`config.mk`:
```
export PLATFORM = sky130hd
export DESIGN_NAME = trap_sequencer_flat
export DESIGN_NICKNAME = d
export VERILOG_FILES = /design/src/rtl/trap_sequencer_if.sv /design/src/rtl/trap_sequencer.sv /design/src/flat_wrapper.sv
export SDC_FILE = /design/constraint.sdc
export NUM_CORES = 1
export LEC_CHECK = 0
export ABC_AREA = 1
export BUFFER_PORTS_ARGS = -buffer_cell sky130_fd_sc_hd__buf_4
export CAP_MARGIN = 20
export CORE_UTILIZATION = 35
export CTS_CLUSTER_DIAMETER = 150
export DETAILED_ROUTE_END_ITERATION = 7
export PLACE_DENSITY_LB_ADDON = 0.12
export SLEW_MARGIN = 20
export SYNTH_ARGS = -nofsm -noshare
export SYNTH_HDL_FRONTEND = slang
export SYNTH_SLANG_ARGS = --single-unit
```
`constraint.sdc`:
```
create_clock -name clk -period 3 [get_ports clk]
set_input_delay 0.45 -clock clk [delete_from_list [all_inputs] [get_ports clk]]
set_output_delay 0.45 -clock clk [all_outputs]
set_load 0.02 [all_outputs]
```
`src/rtl/trap_sequencer_if.sv`:
```
// Bus-side signal bundle for trap_sequencer: decode/opcode inputs and
// mapper-facing trap/control outputs.
interface trap_sequencer_if;
  logic       m1_n;
  logic       io_violation;
  logic       irq_sys_n;
  logic       ctrl_wr;
  logic [2:0] ctrl_data;
  logic       retn_fetch;
  logic       clr_stat;
  logic       virtual_enable;
  logic       trans_dir;
  logic       trap_state;
  logic       capture_addr;
  logic       nmi_n;
  logic       irq_n;
  logic       overrun;
  logic [3:0] trap_count;
  logic       wdt_fire;

  modport master (
    output m1_n, io_violation, irq_sys_n, ctrl_wr, ctrl_data, retn_fetch, clr_stat,
    input  virtual_enable, trans_dir, trap_state, capture_addr, nmi_n, irq_n,
           overrun, trap_count, wdt_fire
  );

  modport slave (
    input  m1_n, io_violation, irq_sys_n, ctrl_wr, ctrl_data, retn_fetch, clr_stat,
    output virtual_enable, trans_dir, trap_state, capture_addr, nmi_n, irq_n,
           overrun, trap_count, wdt_fire
  );
endinterface

```
`src/rtl/trap_sequencer.sv`:
```
// Hypervisor trap entry/exit sequencer for the MegaMapper CPLD.
// Define TRAP_WATCHDOG_EN to add the TRAPPED-state watchdog (WDT_CYCLES).
module trap_sequencer #(
  parameter int NMI_WIDTH = 4,
  parameter int EXIT_M1   = 1
`ifdef TRAP_WATCHDOG_EN
  , parameter int WDT_CYCLES = 65535
`endif
) (
  input logic        clk,
  input logic        reset,
  trap_sequencer_if.slave bus
);

  localparam int NMI_BITS = (NMI_WIDTH > 1) ? $clog2(NMI_WIDTH) : 1;
  localparam logic [NMI_BITS-1:0] NMI_LAST    = NMI_BITS'(NMI_WIDTH - 1);
  localparam logic [2:0]          EXIT_TARGET = 3'(EXIT_M1);

  typedef enum logic [2:0] {IDLE, CAPTURE, NMI, TRAPPED, EXIT} state_t;

  state_t              state, state_next;
  logic [NMI_BITS-1:0] nmi_cnt, nmi_cnt_next;
  logic [2:0]          m1_cnt, m1_cnt_next;
  logic                viol_q, m1_q;
  logic                virtual_enable, force_irq, trans_dir;
  logic                overrun, capture_addr, nmi_n, trap_state, irq_n;
  logic [3:0]          trap_count;
  logic                trap_start, wdt_expire, force_next, trap_next;
  logic                viol_edge, m1_fall;

`ifdef TRAP_WATCHDOG_EN
  localparam logic [15:0] WDT_LAST = 16'(WDT_CYCLES - 1);
  logic [15:0] wdt_cnt, wdt_cnt_next;
  logic        wdt_fire_q;
`endif

  assign viol_edge = bus.io_violation & ~viol_q;
  assign m1_fall   = ~bus.m1_n & m1_q;

  always_ff @(posedge clk) begin
    if (reset) begin
      state   <= IDLE;
      nmi_cnt <= '0;
      m1_cnt  <= '0;
`ifdef TRAP_WATCHDOG_EN
      wdt_cnt <= '0;
`endif
    end else begin
      state   <= state_next;
      nmi_cnt <= nmi_cnt_next;
      m1_cnt  <= m1_cnt_next;
`ifdef TRAP_WATCHDOG_EN
      wdt_cnt <= wdt_cnt_next;
`endif
    end
  end

  always_comb begin
    state_next   = state;
    nmi_cnt_next = nmi_cnt;
    m1_cnt_next  = m1_cnt;
    trap_start   = 1'b0;
    wdt_expire   = 1'b0;
`ifdef TRAP_WATCHDOG_EN
    wdt_cnt_next = wdt_cnt;
`endif
    case (state)
      IDLE: begin
        // virtual_enable is the registered value, so a same-cycle ctrl_wr does not count
        if (viol_edge && virtual_enable) begin
          trap_start = 1'b1;
          state_next = CAPTURE;
        end
      end
      CAPTURE: begin
        state_next   = NMI;
        nmi_cnt_next = '0;
      end
      NMI: begin
        if (nmi_cnt == NMI_LAST) begin
          state_next = TRAPPED;
`ifdef TRAP_WATCHDOG_EN
          wdt_cnt_next = '0;
`endif
        end else begin
          nmi_cnt_next = nmi_cnt + 1'b1;
        end
      end
      TRAPPED: begin
        if (bus.retn_fetch) begin
          state_next  = EXIT;
          m1_cnt_next = '0;
        end
`ifdef TRAP_WATCHDOG_EN
        else if (wdt_cnt == WDT_LAST) begin
          wdt_expire = 1'b1;
          state_next = IDLE;
        end else begin
          wdt_cnt_next = wdt_cnt + 16'd1;
        end
`endif
      end
      EXIT: begin
        if (m1_fall) begin
          if (m1_cnt + 3'd1 == EXIT_TARGET) state_next = IDLE;
          else m1_cnt_next = m1_cnt + 3'd1;
        end
      end
      default: state_next = IDLE;
    endcase
    force_next = bus.ctrl_wr ? bus.ctrl_data[1] : force_irq;
    trap_next  = state_next inside {NMI, TRAPPED, EXIT};
  end

  // Outputs are registered from next-state so they line up with the state change
  always_ff @(posedge clk) begin
    if (reset) begin
      viol_q         <= 1'b0;
      m1_q           <= 1'b1;
      virtual_enable <= 1'b0;
      force_irq      <= 1'b0;
      trans_dir      <= 1'b0;
      overrun        <= 1'b0;
      trap_count     <= '0;
      capture_addr   <= 1'b0;
      nmi_n          <= 1'b1;
      trap_state     <= 1'b0;
      irq_n          <= 1'b1;
    end else begin
      viol_q <= bus.io_violation;
      m1_q   <= bus.m1_n;
      if (bus.ctrl_wr) begin
        virtual_enable <= bus.ctrl_data[0];
        force_irq      <= bus.ctrl_data[1];
        trans_dir      <= bus.ctrl_data[2];
      end
      if (wdt_expire) virtual_enable <= 1'b0;
      // Set events take priority over clr_stat
      if (trap_start) begin
        if (trap_count != 4'd15) trap_count <= trap_count + 4'd1;
      end else if (bus.clr_stat) begin
        trap_count <= '0;
      end
      if ((viol_edge && state != IDLE) || wdt_expire) overrun <= 1'b1;
      else if (bus.clr_stat) overrun <= 1'b0;
      capture_addr <= (state_next == CAPTURE);
      nmi_n        <= (state_next != NMI);
      trap_state   <= trap_next;
      irq_n        <= trap_next ? bus.irq_sys_n : ~force_next;
    end
  end

`ifdef TRAP_WATCHDOG_EN
  always_ff @(posedge clk) begin
    if (reset) wdt_fire_q <= 1'b0;
    else       wdt_fire_q <= wdt_expire;
  end
  assign bus.wdt_fire = wdt_fire_q;
`else
  assign bus.wdt_fire = 1'b0;
`endif

  assign bus.virtual_enable = virtual_enable;
  assign bus.trans_dir      = trans_dir;
  assign bus.trap_state     = trap_state;
  assign bus.capture_addr   = capture_addr;
  assign bus.nmi_n          = nmi_n;
  assign bus.irq_n          = irq_n;
  assign bus.overrun        = overrun;
  assign bus.trap_count     = trap_count;

endmodule
```
`src/flat_wrapper.sv`:
```
// flat-port wrapper written by rule: the top's interface ports become plain ports
module trap_sequencer_flat 
#(
  parameter int NMI_WIDTH = 4,
  parameter int EXIT_M1   = 1

)
  (clk, reset, bus_m1_n, bus_io_violation, bus_irq_sys_n, bus_ctrl_wr, bus_ctrl_data, bus_retn_fetch, bus_clr_stat, bus_virtual_enable, bus_trans_dir, bus_trap_state, bus_capture_addr, bus_nmi_n, bus_irq_n, bus_overrun, bus_trap_count, bus_wdt_fire);
  trap_sequencer_if bus_i ();
  input logic clk;
  input logic reset;
  input wire logic [$bits(bus_i.m1_n)-1:0] bus_m1_n;
  input wire logic [$bits(bus_i.io_violation)-1:0] bus_io_violation;
  input wire logic [$bits(bus_i.irq_sys_n)-1:0] bus_irq_sys_n;
  input wire logic [$bits(bus_i.ctrl_wr)-1:0] bus_ctrl_wr;
  input wire logic [$bits(bus_i.ctrl_data)-1:0] bus_ctrl_data;
  input wire logic [$bits(bus_i.retn_fetch)-1:0] bus_retn_fetch;
  input wire logic [$bits(bus_i.clr_stat)-1:0] bus_clr_stat;
  output wire logic [$bits(bus_i.virtual_enable)-1:0] bus_virtual_enable;
  output wire logic [$bits(bus_i.trans_dir)-1:0] bus_trans_dir;
  output wire logic [$bits(bus_i.trap_state)-1:0] bus_trap_state;
  output wire logic [$bits(bus_i.capture_addr)-1:0] bus_capture_addr;
  output wire logic [$bits(bus_i.nmi_n)-1:0] bus_nmi_n;
  output wire logic [$bits(bus_i.irq_n)-1:0] bus_irq_n;
  output wire logic [$bits(bus_i.overrun)-1:0] bus_overrun;
  output wire logic [$bits(bus_i.trap_count)-1:0] bus_trap_count;
  output wire logic [$bits(bus_i.wdt_fire)-1:0] bus_wdt_fire;
  assign bus_i.m1_n = bus_m1_n;
  assign bus_i.io_violation = bus_io_violation;
  assign bus_i.irq_sys_n = bus_irq_sys_n;
  assign bus_i.ctrl_wr = bus_ctrl_wr;
  assign bus_i.ctrl_data = bus_ctrl_data;
  assign bus_i.retn_fetch = bus_retn_fetch;
  assign bus_i.clr_stat = bus_clr_stat;
  assign bus_virtual_enable = bus_i.virtual_enable;
  assign bus_trans_dir = bus_i.trans_dir;
  assign bus_trap_state = bus_i.trap_state;
  assign bus_capture_addr = bus_i.capture_addr;
  assign bus_nmi_n = bus_i.nmi_n;
  assign bus_irq_n = bus_i.irq_n;
  assign bus_overrun = bus_i.overrun;
  assign bus_trap_count = bus_i.trap_count;
  assign bus_wdt_fire = bus_i.wdt_fire;
  trap_sequencer #(.NMI_WIDTH(NMI_WIDTH), .EXIT_M1(EXIT_M1)) u_core (.clk(clk), .reset(reset), .bus(bus_i));
endmodule
```
==> After elaboration in Yosys (flattened, before gate mapping) <==
Index checks and enable logic that the tools add are counted.
{ "word_totals": {"regBits": 22, "inputBits": 11, "out_inout_bits": 12, "elab_cells": 72} }
{ "op_classes": {"add_sub_neg": 3, "eq_ne": 17, "mux": 21, "bitwise": 5, "n_reduce_logical": 12} }
{ "ops": {"columns": ["operator", "n"], "rows": [
  ["two-way mux 3 bit", 8],
  ["case mux 3 bit (5 select lines)", 1],
  ["equality test 3 x 2 -> 1 bit (second input constant)", 4],
  ["two-way mux 4 bit", 3],
  ["equality test 3 x 1 -> 1 bit (second input constant)", 3],
  ["inequality test 2 bit (second input constant)", 4],
  ["nonzero test 2 bit", 4],
  ["equality test 3 bit (second input constant)", 2],
  ["two-way mux 1 bit", 6],
  ["case mux 3 bit (2 select lines)", 1],
  ["nonzero test 3 bit", 2],
  ["adder 4 x 1 -> 4 bit (second input constant)", 1],
  ["inequality test 4 bit (second input constant)", 1],
  ["case mux 2 bit (2 select lines)", 1],
  ["AND reduction 2 bit", 2],
  ["AND reduction 4 bit", 1],
  ["adder 3 x 1 -> 3 bit (second input constant)", 1],
  ["logical NOT 3 bit", 1],
  ["inequality test 3 x 2 -> 1 bit (second input constant)", 1],
  ["NOT 1 bit", 3],
  ["adder 2 x 1 -> 2 bit (second input constant)", 1],
  ["AND 1 bit", 2],
  ["equality test 2 bit (second input constant)", 1],
  ["logical AND 1 bit", 2],
  ["other kinds (2)", 2]
]} }

==> Depth between registers and ports, before layout <==
{ "logic_depth": {"word_depth": 8, "mapped_depth": 9, "depth_no_buf": 9} }

==> Worst setup path after synthesis <==
Ideal clock, no wire load.
{ "synth_timing": {"path_kind": "reg-to-reg", "start": "reg u_core.trap_count[1], in the netlist u_core.bus.trap_count[1]", "end": "reg u_core.trap_count[2], in the netlist u_core.bus.trap_count[2]", "setup_time_ps": 66, "arrival_time_ps": 1192, "t_required_ps": 2934, "setup_slack_ps": 1742, "stages_incl_launch_ff": 6, "path_buffers": 0, "synth_period_minus_slack_ps": 1258, "cell_sequence": "dfxtp_1 > ha_1 > nand3_1 > nand2_2 > nand3_2 > a21oi_2"} }
{ "synth_between": {"elab_chain_cells": 3, "elab_cells_between_ends": 6, "classes_between": "1 x add/sub; 2 x eq/ne; 2 x mux; 1 x reduce/logical"} }
{ "synth_lines": {"columns": ["item", "line", "source"], "rows": [
  ["start: declaration", "trap_sequencer.sv:27", "logic [3:0] trap_count;"],
  ["start signal: assignment", "trap_sequencer.sv:140", "if (trap_count != 4'd15) trap_count <= trap_count + 4'd1;"],
  ["adder 4 x 1 -> 4 bit / inequality test 4 bit (equally long branches)", "trap_sequencer.sv:140", null],
  ["two-way mux 4 bit / inequality test 2 bit (equally long branches)", null, null],
  ["two-way mux 4 bit / AND reduction 2 bit (equally long branches)", null, null]
]} }
Parallel ways exist; a longest one is shown, timed or not. The select of a mux whose other input is x is not followed.
A chain may end at the register's enable or synchronous reset.

==> Worst setup path in the final report <==
{ "layout_timing": {"start": "reg u_core.trap_count[2], in the netlist u_core.bus.trap_count[2]", "end": "out bus_trap_count[2]"} }
{ "layout_lines": {"columns": ["item", "line", "source"], "rows": [
  ["end: declaration", "flat_wrapper.sv:26", "output wire logic [$bits(bus_i.trap_count)-1:0] bus_trap_count;"]
]} }
No word-level cell between the ends.

==> metrics.yaml <==
final_hold_viol_count: 0
yosys.area.top_type_share: 0.427
synth_cells: 127
fillers: 289
diodes: 0
outcome: "completed"
htreeDepth: 1
synth_ff_type: "dfxtp_1"
grt_pass1_vias: 847
ir_drop_uv: 336
antenna_found_initial: 0
fin_skew_ns: 0.00269
cts_buffers: 3
slew_violations: 0
fin_area_um2: 1250
max_freq_ghz: 0.724
dpl.hpwl_um: 1460
crit_slowest_cell: "dfxtp_1"
ys_seq_area_frac: 0.427
cp.depth: 1
final_nets: 166
dr_total_vias: 873
synth_top_family_by_area: "simple AND/OR/NAND/NOR gates"
cts_resized: 0
crit_buf_inv: 1
synth_fa_ha_area_frac: 0.0485
syn_avg_cell_area_um2: 8.12
critical_path.top_delay_family: "flip-flops"
synth_compound_area_frac: 0.101
die_x_um: 56.3
die_y_um: 56.3
dieArea_um2: 3170
synth_most_common_cell: "dfxtp_1"
dr.first_iter.drc_count: 15
drtAntennaViolNets: 0
synth.ff_latch_count: 22
cp_cell_sequence: "buf_4"
synth_edf_count: 0
totalWireLength_um: 1910
cts_root_buf: "clkbuf_4"
yosysWarnings: 0
path_max_fanout: 6
postCtsHoldBufs: 0
grt_pass1_wl_um: 3620
clk_pin_slew_worst_paths_ns: 0.12
regArea_um2: 440
wl_per_cell_um: 10.6
setup_viol: 0
synthTopCellsByArea: "dfxtp_1 43%, nand2_1 6.6%, nand3_1 6.3%"
place_area_um2: 1220
cts.sink_count: 22
dr.pass1.iters: 4
post_drt_via_cell_ratio: 4.82
synth_cell_types: 26
num_io_pins: 23
hold_path_depth: 2
place.gp.congestion: 0.690
clk_latency_ns: 0.30
final_util: 0.450
synthTopCellsByCount: "22 x dfxtp_1, 18 x nand2_1, 14 x nor2_1"
drc: 0
setup_tns_ns: 0
synthToLayoutAreaGrowth_pct: 21.5
yosys.area_share.simple: 0.333
port_buffers: 21
period_needed_ns: 1.38
cpPeakStageDelay_ns: 0.45
power.leakage_nw: 0.568
yosysTopAreaCell: "dfxtp_1"
rsz0062_at_grt: "false"
initial_core_util: 0.371
multi_input_area_um2: 519
grt_max_degree: 15
maxCapViolCount: 0
reg2regPathDepth: 8
drive_above_1_share: 0.293
endpoint_kind: "output pin"
start_kind: "flop"
worst_ep_required_time_ns: 2.55
clk_path_buf_depth: 2
grt_use_total: 0.145
synthArstFlopShare: 0
postCtsSetupRepairBufs: 0
synth_xor_area_frac: 0.00850
synth_nets: 142
gr-total-overflow: 0
core-area_um2: 2780
p_per_area_nw_per_um2: 423
hold_path.class: "primary input to flop"
worstPathArrival_ns: 0.93
cts_tree: "built"
period_share: 0.461
muxShareOfSynthArea: 0.00971
syn_area_um2: 1030
rows: 19
critPathKind: "flop to output pin"
## per-layer routing
layer,share of wire,wire (um),track usage,up-vias
met5,0,0,0,-
met4,0.0084,16,0.0348,0
met3,0.043,83,0.0507,2
met2,0.46,871,0.236,17
met1,0.49,942,0.185,393
li1,-,-,-,461
## through the flow
| step | total power [mW] | std cells | hold slack [ns] | setup slack [ns] |
|---|---|---|---|---|
| 2_1_floorplan | 0.349 | 127 | 0.429 | 1.74 |
| 3_3_place_gp | 0.374 | 177 | 0.447 | 1.66 |
| 3_5_place_dp | 0.376 | 177 | 0.454 | 1.63 |
| 4_1_cts | 0.540 | 181 | 0.324 | 1.60 |
| 5_1_grt | 0.560 | 181 | 0.315 | 1.52 |
| 6_report | 0.529 | 181 | 0.332 | 1.62 |
## final cells by class
| cell class | count | area share |
|---|---|---|
| Multi-Input combinational cell | 87 | 0.415 |
| Sequential cell | 22 | 0.352 |
| Timing Repair Buffer | 21 | 0.126 |
| Inverter | 16 | 0.0480 |
| Tap cell | 31 | 0.0310 |
| Clock buffer | 4 | 0.0290 |
## sequential cells by signal (all words and copies together) (netlist names), 2 cells and up
signal,count
u_core.bus.trap_count,4
u_core.nmi_cnt,2
u_core.state,3
u_core.m1_cnt,3
## where the power goes
group | total, mW | switching, mW | leakage [nW] | internal (mW)
clock network | 0.161 | 0.0873 | 0.0210 | 0.0740
logic | 0.0615 | 0.0357 | 0.367 | 0.0258
registers | 0.307 | 0.00566 | 0.179 | 0.301
total | 0.529 | 0.129 | 0.568 | 0.401
## placed cells by master, fill, tap and decap left out, types with 4 or more instances in the layout
cell     instances
ha_1             4
nand3_1         13
o21ai_0          5
a21oi_1          9
inv_1           13
dfxtp_1         22
nand2_1         18
buf_4           21
nand3_2          4
nor2_1          14
## logic make-up (layout without fill, tap and decap cells)
family | after synthesis | count (layout)
compound gates | 18 | 18
xor+xnor | 1 | 1
fa+ha+maj | 4 | 4
buf+inv | 18 | 41
flops | 22 | 22
mux | 1 | 1
other cells | 1 | 1
simple gates | 62 | 62
## path summary, 6_finish.rpt
check / startpoint / to / slack (ns)
max: u_core.bus.trap_count[2] / bus_trap_count[2] / 1.62
min: bus_m1_n / u_core.m1_q / 0.33
max reg2reg: u_core.m1_cnt[1] / u_core.m1_cnt[2] / 1.73
min reg2reg: u_core.m1_cnt[0] / u_core.m1_cnt[0] / 0.47
No activity file was read; power rests on OpenSTA's default activity.
